**config.mk**
```make
export PLATFORM = sky130hd
export DESIGN_NAME = vga_scan_timing_flat
export DESIGN_NICKNAME = d
export VERILOG_FILES = /design/src/rtl/vga_pkg.sv /design/src/rtl/vga_scan_timing_if.sv /design/src/rtl/vga_pixel_tick.sv /design/src/rtl/vga_scan_timing.sv /design/src/flat_wrapper.sv
export SDC_FILE = /design/constraint.sdc
export NUM_CORES = 1
export LEC_CHECK = 0
export ABC_AREA = 1
export CELL_PAD_IN_SITES_DETAIL_PLACEMENT = 1
export CELL_PAD_IN_SITES_GLOBAL_PLACEMENT = 2
export CORE_MARGIN = 2
export CORE_UTILIZATION = 29
export DETAILED_ROUTE_END_ITERATION = 7
export GPL_ROUTABILITY_DRIVEN = 0
export HOLD_SLACK_MARGIN = 0.02
export PLACE_DENSITY_LB_ADDON = 0.1
export SYNTH_ARGS = -nofsm -noshare
export SYNTH_HDL_FRONTEND = slang
export SYNTH_HIERARCHICAL = 1
export SYNTH_SLANG_ARGS = --single-unit
```
**constraint.sdc**
```tcl
create_clock -name clk -period 1.8 [get_ports clk]
set_clock_uncertainty 0.15 [all_clocks]
set_input_delay 0.18 -clock clk [delete_from_list [all_inputs] [get_ports clk]]
set_output_delay 0.18 -clock clk [all_outputs]
set_load 0.05 [all_outputs]
```
**src/rtl/vga_pkg.sv**
```systemverilog
// Shared VGA timing definitions: 640x480@60 raster constants, RGB444 pixel type,
// and the per-pixel tag that travels down the timing block's delay line.
package vga_pkg;

    localparam int RGB_W = 12;
    typedef logic [RGB_W-1:0] rgb444_t;

    localparam logic [9:0] H_ACTIVE = 10'd640;
    localparam logic [9:0] H_FP     = 10'd16;
    localparam logic [9:0] H_SYNC   = 10'd96;
    localparam logic [9:0] H_BP     = 10'd48;
    localparam logic [9:0] H_TOTAL  = H_ACTIVE + H_FP + H_SYNC + H_BP;

    localparam logic [9:0] V_ACTIVE = 10'd480;
    localparam logic [9:0] V_FP     = 10'd10;
    localparam logic [9:0] V_SYNC   = 10'd2;
    localparam logic [9:0] V_BP     = 10'd33;
    localparam logic [9:0] V_TOTAL  = V_ACTIVE + V_FP + V_SYNC + V_BP;

    // One scan axis: visible span, front porch, sync width, back porch.
    typedef struct packed {
        logic [9:0] active;
        logic [9:0] fp;
        logic [9:0] sync;
        logic [9:0] bp;
    } axis_timing_t;

    typedef struct packed {
        axis_timing_t h;
        axis_timing_t v;
    } vga_timing_t;

    localparam vga_timing_t VGA_640X480 = '{
        h: '{H_ACTIVE, H_FP, H_SYNC, H_BP},
        v: '{V_ACTIVE, V_FP, V_SYNC, V_BP}
    };

    // Raw decode of one pixel position; stb marks the clk it was issued.
    typedef struct packed {
        logic stb;
        logic vis;
        logic hs;
        logic vs;
    } scan_tag_t;

endpackage

```
**src/rtl/vga_scan_timing_if.sv**
```systemverilog
// Fetch bus to the upstream pixel source plus the video outputs to the DAC.
interface vga_scan_timing_if;
    import vga_pkg::*;

    rgb444_t    pix_in;
    logic       fetch_en;
    logic [9:0] fetch_x;
    logic [9:0] fetch_y;
    logic       frame_start;
    rgb444_t    COLOR_OUT;
    logic       HS;
    logic       VS;
    logic       active;

    modport master (
        input  pix_in,
        output fetch_en, fetch_x, fetch_y, frame_start,
        output COLOR_OUT, HS, VS, active
    );

    modport slave (
        output pix_in,
        input  fetch_en, fetch_x, fetch_y, frame_start,
        input  COLOR_OUT, HS, VS, active
    );
endinterface

```
**src/rtl/vga_pixel_tick.sv**
```systemverilog
// Pixel-rate divider: tick is high for one clk out of every CLK_DIV.
module vga_pixel_tick #(
    parameter int CLK_DIV = 4
) (
    input  logic clk,
    input  logic rst,
    output logic tick
);
    localparam int         W    = (CLK_DIV > 1) ? $clog2(CLK_DIV) : 1;
    localparam logic [W-1:0] LAST = W'(CLK_DIV - 1);

    logic [W-1:0] div_cnt;

    // Free-running modulo-CLK_DIV counter.
    always_ff @(posedge clk) begin
        if (rst)                 div_cnt <= '0;
        else if (div_cnt == LAST) div_cnt <= '0;
        else                     div_cnt <= div_cnt + W'(1);
    end

    assign tick = (div_cnt == LAST);
endmodule

```
**src/rtl/vga_scan_timing.sv**
```systemverilog
// VGA raster generator: walks the h/v counters at the pixel rate, issues a fetch
// for each visible pixel, and re-aligns sync/blanking with the returned pixel.
module vga_scan_timing
    import vga_pkg::*;
#(
    parameter vga_timing_t TIM       = VGA_640X480,
    parameter int          CLK_DIV   = 4,
    parameter int          SYNC_POL  = 0,
    parameter int          FETCH_LAT = 1
) (
    input  logic clk,
    input  logic rst,
    vga_scan_timing_if.master bus
);
    localparam logic [9:0] H_ACT  = TIM.h.active;
    localparam logic [9:0] H_SS   = TIM.h.active + TIM.h.fp;
    localparam logic [9:0] H_SE   = H_SS + TIM.h.sync;
    localparam logic [9:0] H_LAST = H_SE + TIM.h.bp - 10'd1;
    localparam logic [9:0] V_ACT  = TIM.v.active;
    localparam logic [9:0] V_SS   = TIM.v.active + TIM.v.fp;
    localparam logic [9:0] V_SE   = V_SS + TIM.v.sync;
    localparam logic [9:0] V_LAST = V_SE + TIM.v.bp - 10'd1;
    // Level of HS/VS when the pulse is not active.
    localparam logic       SYNC_IDLE = (SYNC_POL == 0);

    logic       tick, tick_q;
    logic [9:0] h_cnt, v_cnt;
    scan_tag_t  raw;
    scan_tag_t  pipe [FETCH_LAT];

    vga_pixel_tick #(.CLK_DIV(CLK_DIV)) u_tick (
        .clk  (clk),
        .rst  (rst),
        .tick (tick)
    );

    // Decode of the current raster position.
    always_comb begin
        raw     = '0;
        raw.stb = tick_q;
        raw.vis = (h_cnt < H_ACT) && (v_cnt < V_ACT);
        raw.hs  = (h_cnt >= H_SS) && (h_cnt < H_SE);
        raw.vs  = (v_cnt >= V_SS) && (v_cnt < V_SE);
    end

    // Raster counters; tick is registered so decode has a full clk to settle.
    always_ff @(posedge clk) begin
        if (rst) begin
            tick_q <= 1'b0;
            h_cnt  <= '0;
            v_cnt  <= '0;
        end else begin
            tick_q <= tick;
            if (tick_q) begin
                if (h_cnt == H_LAST) begin
                    h_cnt <= '0;
                    v_cnt <= (v_cnt == V_LAST) ? '0 : v_cnt + 10'd1;
                end else begin
                    h_cnt <= h_cnt + 10'd1;
                end
            end
        end
    end

    // Stage 0: fetch request and frame marker; coordinates hold between fetches.
    always_ff @(posedge clk) begin
        if (rst) begin
            bus.fetch_en    <= 1'b0;
            bus.frame_start <= 1'b0;
            bus.fetch_x     <= '0;
            bus.fetch_y     <= '0;
        end else begin
            bus.fetch_en    <= tick_q && raw.vis;
            bus.frame_start <= tick_q && (h_cnt == '0) && (v_cnt == '0);
            if (tick_q && raw.vis) begin
                bus.fetch_x <= h_cnt;
                bus.fetch_y <= v_cnt;
            end
        end
    end

    // Delay line carrying the pixel tag until its data returns.
    always_ff @(posedge clk) begin
        if (rst) begin
            for (int i = 0; i < FETCH_LAT; i++) pipe[i] <= '0;
        end else begin
            pipe[0] <= raw;
            for (int i = 1; i < FETCH_LAT; i++) pipe[i] <= pipe[i-1];
        end
    end

    // Stage 1: all video outputs move together on the capture clk only.
    always_ff @(posedge clk) begin
        if (rst) begin
            bus.COLOR_OUT <= '0;
            bus.active    <= 1'b0;
            bus.HS        <= SYNC_IDLE;
            bus.VS        <= SYNC_IDLE;
        end else if (pipe[FETCH_LAT-1].stb) begin
            bus.COLOR_OUT <= pipe[FETCH_LAT-1].vis ? bus.pix_in : '0;
            bus.active    <= pipe[FETCH_LAT-1].vis;
            bus.HS        <= pipe[FETCH_LAT-1].hs ^ SYNC_IDLE;
            bus.VS        <= pipe[FETCH_LAT-1].vs ^ SYNC_IDLE;
        end
    end
endmodule

```
**src/flat_wrapper.sv**
```systemverilog
// flat-port wrapper written by rule: the top's interface ports become plain ports
module vga_scan_timing_flat import vga_pkg::*;
#(
    parameter vga_timing_t TIM       = VGA_640X480,
    parameter int          CLK_DIV   = 4,
    parameter int          SYNC_POL  = 0,
    parameter int          FETCH_LAT = 1
)
  (clk, rst, bus_pix_in, bus_fetch_en, bus_fetch_x, bus_fetch_y, bus_frame_start, bus_COLOR_OUT, bus_HS, bus_VS, bus_active);
  vga_scan_timing_if bus_i ();
  input  logic clk;
  input  logic rst;
  input wire logic [$bits(bus_i.pix_in)-1:0] bus_pix_in;
  output wire logic [$bits(bus_i.fetch_en)-1:0] bus_fetch_en;
  output wire logic [$bits(bus_i.fetch_x)-1:0] bus_fetch_x;
  output wire logic [$bits(bus_i.fetch_y)-1:0] bus_fetch_y;
  output wire logic [$bits(bus_i.frame_start)-1:0] bus_frame_start;
  output wire logic [$bits(bus_i.COLOR_OUT)-1:0] bus_COLOR_OUT;
  output wire logic [$bits(bus_i.HS)-1:0] bus_HS;
  output wire logic [$bits(bus_i.VS)-1:0] bus_VS;
  output wire logic [$bits(bus_i.active)-1:0] bus_active;
  assign bus_i.pix_in = bus_pix_in;
  assign bus_fetch_en = bus_i.fetch_en;
  assign bus_fetch_x = bus_i.fetch_x;
  assign bus_fetch_y = bus_i.fetch_y;
  assign bus_frame_start = bus_i.frame_start;
  assign bus_COLOR_OUT = bus_i.COLOR_OUT;
  assign bus_HS = bus_i.HS;
  assign bus_VS = bus_i.VS;
  assign bus_active = bus_i.active;
  vga_scan_timing #(.TIM(TIM), .CLK_DIV(CLK_DIV), .SYNC_POL(SYNC_POL), .FETCH_LAT(FETCH_LAT)) u_core (.clk(clk), .rst(rst), .bus(bus_i));
endmodule
```
# Yosys cells after proc, flatten, opt, wreduce, memory -nomap -nowiden
# Memory sizes are Yosys's and may differ from the RTL's.
# Index checks and enable logic that the tools add are counted.
# totals
input_bits	14
n_memories	1
ff_bits	60
output_inout_bits	37
elab_cells	46
ramBits	4
# memory_table
name	depth	word_bits	rd	rd_ports_with_merged_regs	wr	line	text
u_core.pipe	1	4	1	0	1	vga_scan_timing.sv:29	scan_tag_t pipe [FETCH_LAT];
# classes
n_eq_ne	3
n_bitwise	2
n_lt_le_gt_ge	6
muxes	8
n_addsub	3
reduce_logical	11
# op_table
op	n
10-bit by 1-bit adder with 10-bit output (second input constant)	2
10-bit == test (second input constant)	2
10-bit logical NOT	2
10-bit < comparator (second input constant)	2
10-bit by 9-bit < comparator with 1-bit output (second input constant)	2
10-bit two-way mux	2
12-bit two-way mux	1
10-bit >= comparator (second input constant)	1
10-bit by 9-bit >= comparator with 1-bit output (second input constant)	1
1-bit logical AND	6
1-bit two-way mux	4
4-bit two-way mux	1
4-bit OR reduction	1
2-bit by 1-bit adder with 2-bit output (second input constant)	1
2-bit == test (second input constant)	1
1-bit NOT	2
2-bit AND reduction	1
2-bit OR reduction	1

# Logic depth before layout (Yosys ltp)
# Gate-level depths: netlist (run 1).
# logic_depth
depth_word	3
depth_mapped	9
mapped_depth_nobuf	9

# By module
# Netlist (run 1), hierarchy kept.
# modules_own_cells
mod	seq_area_each_um2	area_each_um2	cells_each	n_inst
vga_scan_timing	1241.2	2661.3	342	1
vga_pixel_tick	40.0	75.1	9	1

# Worst setup path after synthesis (run 1)
# OpenSTA, ideal clock, no wires.
# synth_timing
path_type	register -> register
from	reg u_core.h_cnt[0]
to	reg u_core.v_cnt[7]
arrival_time_ns	1.192
synth_period_minus_slack_ns	1.456
n_path_buf	0
required_ns	1.536
setup_slack_ns	0.344
stages_incl_launch_ff	9
setup_ns	0.114
cell_sequence	dfxtp_1 -> ha_1 -> nand3_2 -> nor2_4 -> nand2_8 -> nand2_4 -> nand2_4 -> nand2_1 -> nor2_1
# synth_via
elab_chain_len	2
# synth_rtl
element	line	text
start, declared	vga_scan_timing.sv:27	logic [9:0] h_cnt, v_cnt;
start signal, assigned	vga_scan_timing.sv:59	h_cnt <= h_cnt + 10'd1;
10-bit == test	vga_scan_timing.sv:55	if (h_cnt == H_LAST) begin
2-bit AND reduction (no source line)	--	
end signal, assigned	vga_scan_timing.sv:57	v_cnt <= (v_cnt == V_LAST) ? '0 : v_cnt + 10'd1;
end, declared	vga_scan_timing.sv:27	
# Every way passes these cells.
# A chain may end at the register's enable or synchronous reset.

# Worst setup path in the final report (run 1)
# layout_timing
from	reg u_core.h_cnt[8]
to	reg u_core.bus.fetch_x[7]
# layout_via
elab_chain_len	3
# layout_rtl
element	line	text
10-bit < comparator	vga_scan_timing.sv:41	raw.vis = (h_cnt < H_ACT) && (v_cnt < V_ACT);
1-bit logical AND	vga_scan_timing.sv:41	
1-bit logical AND	vga_scan_timing.sv:75	if (tick_q && raw.vis) begin
end signal, assigned	vga_scan_timing.sv:76	bus.fetch_x <= h_cnt;
end, declared	vga_scan_timing_if.sv:17	output fetch_en, fetch_x, fetch_y, frame_start,
# Every way passes these cells.

==> flow_metrics.tcl, run 1 <==
set metrics [dict create \
    status "complete, no violations" \
    ys_seq_area_frac 0.468 \
    row_count 35 \
    grt_max_degree 40 \
    cts_tree "done" \
    overflow 0 \
    insertion_delay_ns 0.33 \
    mostFrequentLayoutCells "70 x nand2_1, 64 x dfxtp_1, 46 x buf_4" \
    die_h_um 101 \
    fmax_ghz 0.608 \
    power_uw 2780 \
    worst_pin_slew_ns 0.516 \
    setup_tns_ns 0 \
    core_area_sq_um 9200 \
    diodes 0 \
    crit_chain "nand2_1 > and3_4 > nand3_2 > buf_12 > nand2_1 > a21oi_1" \
    rrSetupSlack_ns 0.15 \
    synth_edf_count 0 \
    fin_area_sq_um 3490 \
    place_area_sq_um 3300 \
    synth_top_flop_cell "dfxtp_1" \
    numCtsBuffers 9 \
    io_pins 51 \
    finalMaxSlewViolations 0 \
    dpl.hpwl_um 5790 \
    setup_viol 0 \
    grt_pass1_wl_um 12700 \
    synth_async_sr_flop_share 0 \
    grt_busiest_layer "met2" \
    drive_gt1_frac 0.194 \
    dieArea_sq_um 10200 \
    dr.pass1.iters 4 \
    clock_sinks 64 \
    min_path_type "input port to flip-flop" \
    cts_root_buf "clkbuf_8" \
    gr-usage-met1 0.200 \
    worstSetupEndpointType "flip-flop" \
    detail-route-antenna-nets 0 \
    slowest_delay_ns 0.38 \
    fin_util 0.379 \
    synth_nets 370 \
    num_vias 2534 \
    routed_via_density 4.84 \
    drt-initial-drc-count 62 \
    final_hold_viol_count 0 \
    grt_pass1_vias 2530 \
    crit_path_frequent_cell "nand2_1" \
    p_leak_uw 0.00135 \
    wire_per_inst_um 15.1 \
    fp.dieW_um 101 \
    worstSetupPathType "flip-flop to flip-flop" \
    setup_ws_ns 0.154 \
    yosysUniqueCellTypes 36 \
    netlist_instances 351 \
    post-route-min-period_ns 1.65 \
    syn_to_final_growth_pct 27.4 \
    io_buffer_count 50 \
    drc 0 \
    cp.arrival_ns 1.71 \
    grt_setup_unrepaired "false" \
    clock_path_buffers 2 \
    relSlewSlack 0.655 \
    final_common_cell "nand2_1" \
    required_ns 1.86 \
    grt_use_met2 0.280 \
    ir_worst_vdd_uv 263 \
    post_cts_buffers 0 \
    fin_nets 428 \
    power_density_nw_per_um2 796 \
    initial_utilization 0.298 \
    startpoint_type "flip-flop" \
    ctsHoldBuffers 0 \
    grtUsageTotal 0.162 \
    syn_area_sq_um 2740 \
    avgSynthCellArea_sq_um 7.80 \
    period_share 0.914 \
    maxCapViolCount 0 \
    antenna_found_initial 0 \
    ys_ff_latch 64 \
    critPathSlowestCell "dfxtp_1" \
    clk_pin_slew_ns 0.07 \
    ys_warn_count 6 \
    dp_slack_ns 0.0632 \
    cts-htree-levels 3 \
    grt_util_met3 0.0297 \
    drt_wl_total_um 7920 \
    cp_max_fo 20 \
]
-- registers in the layout (all words and copies together) (netlist names) --
name and count:
u_core/bus.HS 1, u_core/v_cnt 10, u_core/bus.fetch_en 1, u_core/h_cnt 10, u_core/bus.VS 1, u_core/bus.active 1, u_core/bus.frame_start 1, u_core/bus.fetch_x 10
u_core/tick_q 1, u_core/u_tick/div_cnt 2, u_core/bus.COLOR_OUT 12, u_core/pipe 4, u_core/bus.fetch_y 10
-- through the flow --
stage / std cells / hold WS, ns
floorplan: 351 / 0.190
global placement: 509 / 0.248
detailed placement: 509 / 0.267
CTS: 524 / 0.250
global route: 524 / 0.259
finish: 524 / 0.271
-- critical path: cells and delay by family, from the launching register on --
family,cells,cell delay (ns)
buffers and inverters,1,0.18
DFF,1,0.38
AOI/OAI and AO/OA,1,0.05
and+or+nand+nor,4,0.75
-- cell families (layout without fill, tap and decap cells) --
logic type / count (synthesis) / after routing / synth area share
flops: 64 / 64 / 0.468
fa+ha+maj: 5 / 5 / 0.0229
xor+xnor: 2 / 2 / 0.00640
compound gates: 50 / 50 / 0.0942
buf+inv: 52 / 114 / 0.0892
simple gates: 178 / 178 / 0.319
-- per-layer routing --
| layer | up-vias | part of all wire |
|---|---|---|
| met2 | 33 | 0.50 |
| met3 | 7 | 0.028 |
| li1 | 1270 | - |
| met1 | 1224 | 0.46 |
| met5 | - | 0 |
| met4 | 0 | 0.011 |
-- cell type report --
type / count / area (sq um)
clock buffer: 9 / 124
inverter: 36 / 136
multi-input combinational: 235 / 1210
fill: 1127 / 5710
clock inverter: 6 / 61.3
sequential: 64 / 1280
timing repair buffer: 63 / 533
tap: 111 / 139
-- power breakdown --
group | internal [uW] | leakage (uW) | switching, uW
Clock | 627 | 0.0000948 | 565
Combinational | 61.9 | 0.000735 | 81.7
Sequential | 1430 | 0.000516 | 12.0
-- synth_stat cells (3+ instances only) --
cell type	count	area [sq um]
nand2_1	70	263
dfxtp_1	64	1280
a21oi_1	38	190
nor2_1	37	139
inv_1	32	120
nand3_1	25	125
nand4_1	21	131
nor3_1	6	30.0
clkbuf_1	5	18.8
ha_1	5	62.6
o21ai_0	5	25.0
nor2_4	4	45.0
buf_4	3	22.5
buf_6	3	33.8
nand2_2	3	18.8
o21ai_1	3	15.0
-- path summary, 6_finish.rpt --
| check | from | end | cells after the start |
|---|---|---|---|
| setup / recovery | u_core/h_cnt[8] | u_core/bus.fetch_x[7] | 6 |
| hold / removal | bus_pix_in[9] | u_core/bus.COLOR_OUT[9] | 3 |
| setup reg to reg | u_core/h_cnt[8] | u_core/bus.fetch_x[7] | 6 |
| hold reg to reg | u_core/pipe[0][1] | u_core/bus.HS | 1 |
-- timing repair --
action	in CTS	in global routing
endpoints found under the hold margin	0	0
gates resized for setup	2	0
endpoints found under the setup margin	2	0
(Power assumes the default switching activity.)
==> inputs of run 2 (changes only) <==
Settings changed: CORE_UTILIZATION 29 to 31, CTS_BUF_LIST set to sky130_fd_sc_hd__clkbuf_4 sky130_fd_sc_hd__clkbuf_8, MAX_ROUTING_LAYER set to met4.
==> run 2 against run 1 <==
Effect of this change: clock power shrank 8%; sequential share of layout area rose by 0.062 points; worst setup slack better by 0.0056 ns; first-iteration DRC count grew 47%; via count fell by 0.20%; critical path type unchanged; largest cell class unchanged; largest power group unchanged.
==> flow_metrics.tcl, run 2 (same netlist as run 1, synthesis figures left out) <==
set metrics [dict create \
    status "complete, no violations" \
    core_area_sq_um 8640 \
    pwr-share-comb 0.052 \
    post_cts_buffers 0 \
    diodes 0 \
    critPathSlowestCell "dfxtp_1" \
    io_buffer_count 50 \
    dp_slack_ns 0.0507 \
    post-route-min-period_ns 1.64 \
    slowest_delay_ns 0.43 \
    cts-htree-levels 3 \
    ctsHoldBuffers 0 \
    power.share.switching 0.251 \
    cts_root_buf "clkbuf_8" \
    relSlewSlack 0.662 \
    grt_util_met3 0.0301 \
    numCtsBuffers 9 \
    final_hold_viol_count 0 \
    power_uw 2660 \
    hold_path_startpoint "u_core/pipe[0][1]" \
    worst_pin_slew_ns 0.509 \
    switchingPower_uw 670 \
    grt_use_met2 0.252 \
    startpoint_type "flip-flop" \
    min_path_type "flip-flop to flip-flop" \
    crit_chain "ha_1 > inv_1 > nor2_2 > nand3_1 > nor2_4 > nand2_1 > nand2_1 > inv_1 > nor2_1" \
    clock_path_buffers 2 \
    grt_pass1_vias 2476 \
    grt_pass1_wl_um 13000 \
    crit_path_end "u_core/v_cnt[8]" \
    dr.pass1.iters 4 \
    regMostFlops "u_core/bus.COLOR_OUT" \
    fin_nets 431 \
    drt_wl_total_um 7640 \
    p_int_uw 1990 \
    num_vias 2529 \
    mostFrequentLayoutCells "70 x nand2_1, 63 x dfxtp_1, 45 x buf_4" \
    power_density_nw_per_um2 765 \
    drc 0 \
    pwr-share-seq 0.541 \
    clk_pin_slew_ns 0.07 \
    drive_gt1_frac 0.194 \
    cp.arrival_ns 1.76 \
    routed_via_density 4.82 \
    syn_to_final_growth_pct 27.3 \
    grt_max_degree 29 \
    grt_setup_unrepaired "false" \
    worstSetupPathType "flip-flop to flip-flop" \
    nFillCells 1083 \
    cp_max_fo 5 \
    clock_sinks 64 \
    crit_start "u_core/v_cnt[0]" \
    setup_tns_ns 0 \
    finalMaxSlewViolations 0 \
    maxCapViolCount 0 \
    grtUsageTotal 0.174 \
    antenna_found_initial 0 \
    worstSetupEndpointType "flip-flop" \
    r2r_end "u_core/v_cnt[8]" \
    row_count 34 \
    ir_worst_vdd_uv 359 \
    setup_viol 0 \
    p_leak_uw 0.00136 \
    initial_utilization 0.317 \
    fp.dieW_um 98.0 \
    r2r_cells 9 \
    dieArea_sq_um 9590 \
    clkPwrFrac 0.407 \
    dpl.hpwl_um 5740 \
    final_common_cell "nand2_1" \
    die_h_um 98.0 \
    cts_tree "done" \
    overflow 0 \
    required_ns 1.92 \
    rrSetupSlack_ns 0.16 \
    insertion_delay_ns 0.34 \
    detail-route-antenna-nets 0 \
    largest_register_ff_count 12 \
    io_pins 51 \
    period_share 0.911 \
    r2r_start "u_core/v_cnt[0]" \
    fmax_ghz 0.610 \
    gr-usage-met1 0.239 \
    drt-initial-drc-count 91 \
    wire_per_inst_um 14.6 \
    grt_busiest_layer "met2" \
    setup_ws_ns 0.160 \
]
## run 2: cell types whose count changed in the layout (fill, tap and decap cells not counted), moves of 2 or more
| cell | previous run | this run |
|---|---|---|
| dlygate4sd2_1 | 2 | 8 |
| buf_12 | 2 | 0 |
| nor2_1 | 37 | 35 |
| nor2_2 | 1 | 3 |
## run 2: area by class of cell
type / instances / area, sq um / share of cell area
flip-flops and latches: 64 / 1280 / 0.368
multi-input cells: 235 / 1220 / 0.351
repair buffers: 66 / 538 / 0.154
inverters: 36 / 136 / 0.0392
well taps: 108 / 135 / 0.0388
clock buffers: 10 / 131 / 0.0377
clock inverters: 6 / 36.3 / 0.0104
## run 2: power groups by stage
stage / sequential, uW / clock (uW) / combinational [uW]
finish: 1440 / 1090 / 138
global route: 1440 / 1200 / 154
CTS: 1440 / 1140 / 140
detailed placement: 1470 / 0 / 140
global placement: 1470 / 0 / 139
floorplan: 1480 / 0 / 65.0
## run 2: how the worst min path moves through the flow
stage          cells after the start  slack [ns]                 endpoint
2_1_floorplan                      2        0.19  u_core/bus.COLOR_OUT[0]
3_3_place_gp                       1        0.24            u_core/bus.HS
3_5_place_dp                       1        0.26            u_core/bus.HS
4_1_cts                            3        0.25  u_core/bus.COLOR_OUT[4]
5_1_grt                            3        0.27  u_core/bus.COLOR_OUT[4]
6_report                           1        0.26            u_core/bus.HS
## run 2: through the flow
stage                     utilization  instances  instance area, sq um  hold WS (ns)
after floorplan                     -        351                  2740         0.190
after global placement          0.384        509                  3310         0.242
after detailed placement        0.384        509                  3310         0.256
after CTS                       0.402        525                  3470         0.249
after global routing            0.403        525                  3480         0.265
final                           0.403        525                  3480         0.258
## run 2: routing by layer
layer | up-vias | wire length [um]
li1 | 1284 | -
met1 | 1197 | 4000
met2 | 40 | 3250
met3 | 8 | 263
met4 | 0 | 130
met5 | - | 0
## run 2: critical path, delay by kind of cell, from the launching register on
family / cells / cell delay [ns]
fa+ha+maj: 1 / 0.18
buf+inv: 2 / 0.11
flops: 1 / 0.43
simple gates: 6 / 0.70
## run 2: what timing repair did
| action | in CTS | in global routing |
|---|---|---|
| resized for setup | 8 | 4 |
| cloned | 0 | 0 |
| endpoints found under the setup margin | 8 | 23 |
